File: config.mk
export PLATFORM = sky130hd
export DESIGN_NAME = card_dealer_flat
export DESIGN_NICKNAME = d
export VERILOG_FILES = /design/src/rtl/poker_pkg.sv /design/src/rtl/card_dealer_if.sv /design/src/rtl/deal_lfsr.sv /design/src/rtl/card_dealer.sv /design/src/flat_wrapper.sv
export SDC_FILE = /design/constraint.sdc
export NUM_CORES = 1
export LEC_CHECK = 0
export CAP_MARGIN = 10
export CELL_PAD_IN_SITES_DETAIL_PLACEMENT = 1
export CELL_PAD_IN_SITES_GLOBAL_PLACEMENT = 1
export CORE_MARGIN = 8
export CORE_UTILIZATION = 46
export DETAILED_ROUTE_END_ITERATION = 8
export PLACE_DENSITY = 0.82
export SYNTH_ARGS = -nofsm -noshare
export SYNTH_HDL_FRONTEND = slang
export SYNTH_SLANG_ARGS = --single-unit
File: constraint.sdc
create_clock -name clk -period 3.8 [get_ports clk]
set_input_delay 0.95 -clock clk [delete_from_list [all_inputs] [get_ports clk]]
set_output_delay 0.95 -clock clk [all_outputs]
set_load 0.02 [all_outputs]
File: src/rtl/poker_pkg.sv
// Shared poker definitions: card encoding, hand/deck sizes, dealer states
// and the LFSR feedback mask used by the card dealer.
package poker_pkg;

    localparam int CARD_W    = 6;
    localparam int HAND_SIZE = 5;
    localparam int DECK_SIZE = 52;

    // Galois feedback mask for x^8+x^6+x^5+x^4+1 (right-shifting form)
    localparam logic [7:0] LFSR_MASK = 8'hB8;

    typedef logic [CARD_W-1:0] card_t;

    typedef enum logic [1:0] {
        IDLE = 2'd0,
        DRAW = 2'd1,
        LOAD = 2'd2
    } dealer_state_t;

    // An all-zero LFSR would lock up, so zero seeds become 8'h01
    function automatic logic [7:0] fix_seed(input logic [7:0] s);
        return (s == 8'h00) ? 8'h01 : s;
    endfunction

endpackage

File: src/rtl/card_dealer_if.sv
// Request/hand bundle between a requester (master) and the card dealer
// (slave). seed_in exists only when CARD_DEALER_SEED_LOAD_EN is defined.
interface card_dealer_if;
    import poker_pkg::*;

    logic       deal_req;
    logic       new_deck;
`ifdef CARD_DEALER_SEED_LOAD_EN
    logic [7:0] seed_in;
`endif
    card_t      card_out [HAND_SIZE];
    logic       enable_all;
    logic       busy;
    logic       deck_empty;
    logic [5:0] cards_left;

    modport master (
        output deal_req, new_deck
`ifdef CARD_DEALER_SEED_LOAD_EN
        , seed_in
`endif
        , input card_out, enable_all, busy, deck_empty, cards_left
    );

    modport slave (
        input deal_req, new_deck
`ifdef CARD_DEALER_SEED_LOAD_EN
        , seed_in
`endif
        , output card_out, enable_all, busy, deck_empty, cards_left
    );

endinterface

File: src/rtl/deal_lfsr.sv
// 8-bit Galois LFSR (period 255) for the card dealer. Advances on step,
// loads on load; zero seeds are replaced by 8'h01. Only the low six bits
// are exported since they form the candidate card index.
module deal_lfsr
    import poker_pkg::*;
#(
    parameter logic [7:0] SEED = 8'hA5
) (
    input  logic       clk,
    input  logic       reset,
    input  logic       step,
    input  logic       load,
    input  logic [7:0] load_val,
    output card_t      cand
);

    logic [7:0] value;
    logic [7:0] next_value;

    // One Galois shift: drop the LSB and fold it back through the mask
    always_comb begin
        next_value = {1'b0, value[7:1]} ^ (value[0] ? LFSR_MASK : 8'h00);
    end

    // Load has priority over step; the register holds otherwise
    always_ff @(posedge clk or posedge reset) begin
        if (reset) begin
            value <= fix_seed(SEED);
        end else if (load) begin
            value <= fix_seed(load_val);
        end else if (step) begin
            value <= next_value;
        end
    end

    assign cand = value[5:0];

endmodule

File: src/rtl/card_dealer.sv
// Card dealer: deals five unique cards per hand from a persistent 52-card
// deck using LFSR rejection sampling, then strobes enable_all for one
// cycle so the player bank loads all five slots in parallel.
// Optional feature macro: CARD_DEALER_SEED_LOAD_EN (runtime reshuffle seed).
module card_dealer
    import poker_pkg::*;
#(
    parameter logic [7:0] SEED = 8'hA5
) (
    input  logic          clk,
    input  logic          reset,
    card_dealer_if.slave  bus
);

    localparam logic [1:0] ST_IDLE = IDLE;
    localparam logic [1:0] ST_DRAW = DRAW;
    localparam logic [1:0] ST_LOAD = LOAD;

    logic [1:0]           state;
    logic [2:0]           slot;
    logic [DECK_SIZE-1:0] dealt;
    card_t                cand;
    logic [7:0]           load_val;
    logic                 in_idle;
    logic                 reshuffle;
    logic                 start;
    logic                 refuse;
    logic                 accept;

`ifdef CARD_DEALER_SEED_LOAD_EN
    assign load_val = bus.seed_in;
`else
    assign load_val = SEED;
`endif

    // Requests are only honoured in IDLE; reshuffle beats a simultaneous deal
    assign in_idle   = (state == ST_IDLE);
    assign reshuffle = in_idle && bus.new_deck;
    assign start     = in_idle && !bus.new_deck && bus.deal_req
                       && (bus.cards_left >= 6'd5);
    assign refuse    = in_idle && !bus.new_deck && bus.deal_req
                       && (bus.cards_left < 6'd5);

    // Candidate is valid only if it is a real card not already dealt
    assign accept = (state == ST_DRAW) && (cand < card_t'(DECK_SIZE))
                    && !dealt[cand];

    deal_lfsr #(.SEED(SEED)) u_lfsr (
        .clk      (clk),
        .reset    (reset),
        .step     (state == ST_DRAW),
        .load     (reshuffle),
        .load_val (load_val),
        .cand     (cand)
    );

    // Dealer FSM: IDLE -> DRAW until five accepts -> LOAD strobe -> IDLE
    always_ff @(posedge clk or posedge reset) begin
        if (reset) begin
            state <= ST_IDLE;
            slot  <= 3'd0;
        end else begin
            case (state)
                ST_IDLE: begin
                    if (start) begin
                        state <= ST_DRAW;
                        slot  <= 3'd0;
                    end
                end
                ST_DRAW: begin
                    if (accept) begin
                        slot <= slot + 3'd1;
                        if (slot == 3'(HAND_SIZE - 1)) begin
                            state <= ST_LOAD;
                        end
                    end
                end
                ST_LOAD: begin
                    state <= ST_IDLE;
                end
                default: begin
                    state <= ST_IDLE;
                end
            endcase
        end
    end

    // Deck bookkeeping: dealt mask, remaining count and sticky empty flag
    always_ff @(posedge clk or posedge reset) begin
        if (reset) begin
            dealt          <= '0;
            bus.cards_left <= 6'(DECK_SIZE);
            bus.deck_empty <= 1'b0;
        end else if (reshuffle) begin
            dealt          <= '0;
            bus.cards_left <= 6'(DECK_SIZE);
            bus.deck_empty <= 1'b0;
        end else if (refuse) begin
            bus.deck_empty <= 1'b1;
        end else if (accept) begin
            dealt[cand]    <= 1'b1;
            bus.cards_left <= bus.cards_left - 6'd1;
        end
    end

    // Hand slots fill as cards are accepted and hold until overwritten
    always_ff @(posedge clk or posedge reset) begin
        if (reset) begin
            for (int i = 0; i < HAND_SIZE; i++) begin
                bus.card_out[i] <= '0;
            end
        end else if (accept) begin
            bus.card_out[slot] <= cand;
        end
    end

    assign bus.enable_all = (state == ST_LOAD);
    assign bus.busy       = (state != ST_IDLE);

endmodule

File: src/flat_wrapper.sv
// flat-port wrapper written by rule: the top's interface ports become plain ports
module card_dealer_flat import poker_pkg::*;
#(
    parameter logic [7:0] SEED = 8'hA5
)
  (clk, reset, bus_deal_req, bus_new_deck, bus_card_out, bus_enable_all, bus_busy, bus_deck_empty, bus_cards_left);
  card_dealer_if bus_i ();
  input  logic clk;
  input  logic reset;
  input wire logic [$bits(bus_i.deal_req)-1:0] bus_deal_req;
  input wire logic [$bits(bus_i.new_deck)-1:0] bus_new_deck;
  output wire logic [$bits(bus_i.card_out)-1:0] bus_card_out;
  output wire logic [$bits(bus_i.enable_all)-1:0] bus_enable_all;
  output wire logic [$bits(bus_i.busy)-1:0] bus_busy;
  output wire logic [$bits(bus_i.deck_empty)-1:0] bus_deck_empty;
  output wire logic [$bits(bus_i.cards_left)-1:0] bus_cards_left;
  assign bus_i.deal_req = bus_deal_req;
  assign bus_i.new_deck = bus_new_deck;
  assign bus_card_out = {>>{bus_i.card_out}};
  assign bus_enable_all = bus_i.enable_all;
  assign bus_busy = bus_i.busy;
  assign bus_deck_empty = bus_i.deck_empty;
  assign bus_cards_left = bus_i.cards_left;
  card_dealer #(.SEED(SEED)) u_core (.clk(clk), .reset(reset), .bus(bus_i));
endmodule
==> metrics <==
status=completed; R2R Setup Slk=between 0.5 and 0.6 ns; top-count cell post-synth=dfrtp_1; CP Data Arrival Time=between 3 and 4 ns; worst setup path category=reg2reg; cell family with the largest share of critical-path delay=multiplexers; Max Cap Viol=0; top cells by area, synth=dfrtp_1 48%, a41oi_1 9.1%, mux2_2 6.8%; DR iter-0 viols=between 300 and 400; Crit Path Max Fanout=27; CTS tree=built; worst hold path depth=2; Worst Max-Slew Pin Slew=about 1.0 ns; Post-Synth Adder-Cell Area=0.0100; Reg area=roughly 2600 sq um; Via-to-Cell Ratio=6.05; overall power=between 5 and 6 mW; DIE HEIGHT=120 um; VDD IR max=about 0.00074 V; FF-to-FF End=u_core.bus.card_out[11]; Psw=approximately 2.6 mW; area leader, netlist=dfrtp_1; net count after synthesis=between 400 and 500; Critical Path RT=~4.1 ns; Final Max Slew Viols=0; # clock sinks=102; Layout fillers=between 1,000 and 1,500; Most used DFF post-synth=dfrtp_1; reg2reg path depth=6; CTS max path bufs=2; fmax=312 MHz; Net Sw Frac=0.459; worst-skew pair later-pin latency=~0.38 ns; CP cell instances=mux4_1 -> a22oi_2 -> o211ai_2 -> or2_4 -> or4_4 -> mux2_4; Antenna Cells=0; CORE AREA=between 10,000 and 15,000 sq um; Leak=2.53 nW; Routability Congestion=0.798; port bufs=between 40 and 50; Synth Area in Compound Gates=0.131; overall via count from detail_route=3,641; hpwl dp=just under 9000 um; Placed Instances=586; synth warn=0; Die X=about 120 um; largest family of logic cells by synthesized area=multiplexers; worst hold path type=reg2reg; Synth cell types=slightly above 50; sequential share of the synthesized area=0.513; ys async rst share=1.00; Crit path largest cell delay=0.91 ns; Fin. Hold Viols=0; clk_skew=about 0.012 ns; I/O pin count=43; register bit total from synthesis=102; Post-CTS Setup Repair Bufs=0; Post-Syn Area=roughly 5000 sq um; H-tree levels=3; Fin Setup TNS=0 ns; Synth top cells by count=95 x dfrtp_1, 68 x nor2_1, 52 x a41oi_1, 30 x mux2_2, 22 x clkbuf_1; synthesized instance count=437; DRC=0; Total GRT Usage=0.189; CTS buffer count=9; Post-synth EDFFs=0; grt total ovfl=0; Critical Path Slowest Stage Cell=dfstp_2; post-route ant nets=0; die area=14,400 sq um; Area Growth Syn to Fin=12.8%; vias in the first global route=between 3,000 and 4,000; Root Driver=clkbuf_8; Final setup viols=0; post-cts sizing count=0; footprint of the multi-input gates=between 2000 and 2500 sq um; Initial Util=0.466; final core utilization=0.526; Post-Synth XOR/XNOR Area=0.00527; per-cell routed wire length=~22 um; internal power=~3.0 mW; post-synthesis simple-gate area fraction=0.132; first-pass GRT wire length=~22,000 um; Post-Layout Cell Count=roughly 600; # rows=38; fin crit period=between 3 and 4 ns; CP endpoint kind=flop; layout cell share with drive strength beyond 1=0.177; Worst setup SP type=flop; syn avg cell area=11.4 sq um; largest net degree at the start of global routing=a little over 60; Rel. slew slack=0.316; Initial DRT Pass Iterations=4; Gate power share=0.519; reg2reg start=u_core.u_lfsr.value[0]; hold_sp=u_core.dealt[49]; pwr/cell area=roughly 990 nW/um^2; initial antenna violation count=0; Hold-fix buffers, CTS=0; final net count=465; fin crit share=0.844; top cell type's share of synthesized area=0.476; power share of the clock group=0.117; WP buf/inv=0; hold path endpoint=u_core.dealt[49]; final wirelength=approximately 13,000 um; register share of total power=0.364; RSZ-0062 raised after global routing=no; Clk pin slew, worst setup/hold paths=~0.11 ns; mux contribution to synthesized area=0.149
[routing by layer]
layer / share of wire / global-route usage
met5: 0 / 0
met4: 0.011 / 0.0625
met3: 0.047 / 0.0362
met2: 0.50 / 0.304
met1: 0.44 / 0.253
[power groups by stage]
stage / sequential [mW] / combinational, mW / clock, mW
4_1_cts: 2.03 / 2.91 / 0.664
2_1_floorplan: 1.99 / 1.96 / 0
3_5_place_dp: 2.05 / 2.89 / 0
6_report: 2.03 / 2.89 / 0.652
5_1_grt: 2.10 / 3.14 / 0.705
3_3_place_gp: 2.01 / 2.74 / 0
[logic make-up (layout without fill, tap and decap cells)]
logic type,after synthesis,count (layout)
compound gates,80,80
fa+ha+maj,4,4
buf+inv,54,79
simple gates,138,138
mux,56,56
flops,102,102
xor+xnor,3,3
[placed cells by master (no fill, tap or decap), drive strengths merged, types with 2 or more instances in the layout]
cell type	count
a21oi	4
a22oi	3
a2bb2oi	2
a31oi	2
a41oi	52
and2	4
and3	2
and3b	2
buf	12
clkbuf	9
clkdlybuf4s50	42
clkinv	3
dfrtp	95
dfstp	7
ha	4
inv	13
mux2	36
mux2i	13
mux4	7
nand2	18
nand2b	2
nand3	11
nand4	7
nor2	68
nor2b	6
nor3	5
nor3b	3
nor4b	3
o211ai	3
o21ai	7
xnor2	3
[worst reg2reg max path: stages (launching register included)]
cell and delay [ns]:
dfstp_2 0.91, mux4_1 0.66, a22oi_2 0.18, o211ai_2 0.13, or2_4 0.28, or4_4 0.60, mux2_4 0.33
[layout make-up]
| cell class | instances | share of cell area |
|---|---|---|
| inverter | 9 | 0.00645 |
| sequential | 102 | 0.455 |
| timing repair buffer | 54 | 0.0952 |
| clock buffer | 9 | 0.0220 |
| clock inverter | 7 | 0.00956 |
| tap | 140 | 0.0311 |
| multi-input combinational | 281 | 0.380 |
[worst max path at each step]
stage	startpoint	to	slack (ns)	cells after the start
floorplan	reset	u_core.bus.card_out[0]	0.19	1
finish	u_core.u_lfsr.value[0]	u_core.bus.card_out[11]	0.59	6
detailed placement	u_core.u_lfsr.value[0]	u_core.bus.card_out[11]	0.62	6
global placement	u_core.u_lfsr.value[0]	u_core.bus.card_out[7]	0.67	6
CTS	u_core.u_lfsr.value[0]	u_core.bus.card_out[11]	0.59	6
global route	u_core.u_lfsr.value[0]	u_core.bus.card_out[9]	0.48	6
[sequential cells by signal, indices dropped and copies added (netlist names)]
register / cells
u_core.state: 2
u_core.dealt: 52
u_core.u_lfsr.value: 8
u_core.bus.card_out: 30
u_core.slot: 3
u_core.bus.cards_left: 6
u_core.bus.deck_empty: 1
[through the flow]
| step | setup WS [ns] | hold slack, ns | area (sq um) |
|---|---|---|---|
| 2_1_floorplan | 0.186 | 0.458 | 4990 |
| 3_3_place_gp | 0.675 | 0.476 | 5450 |
| 3_5_place_dp | 0.616 | 0.483 | 5450 |
| 4_1_cts | 0.587 | 0.507 | 5630 |
| 5_1_grt | 0.481 | 0.524 | 5630 |
| 6_report | 0.591 | 0.505 | 5630 |
(Power assumes the default switching activity.)
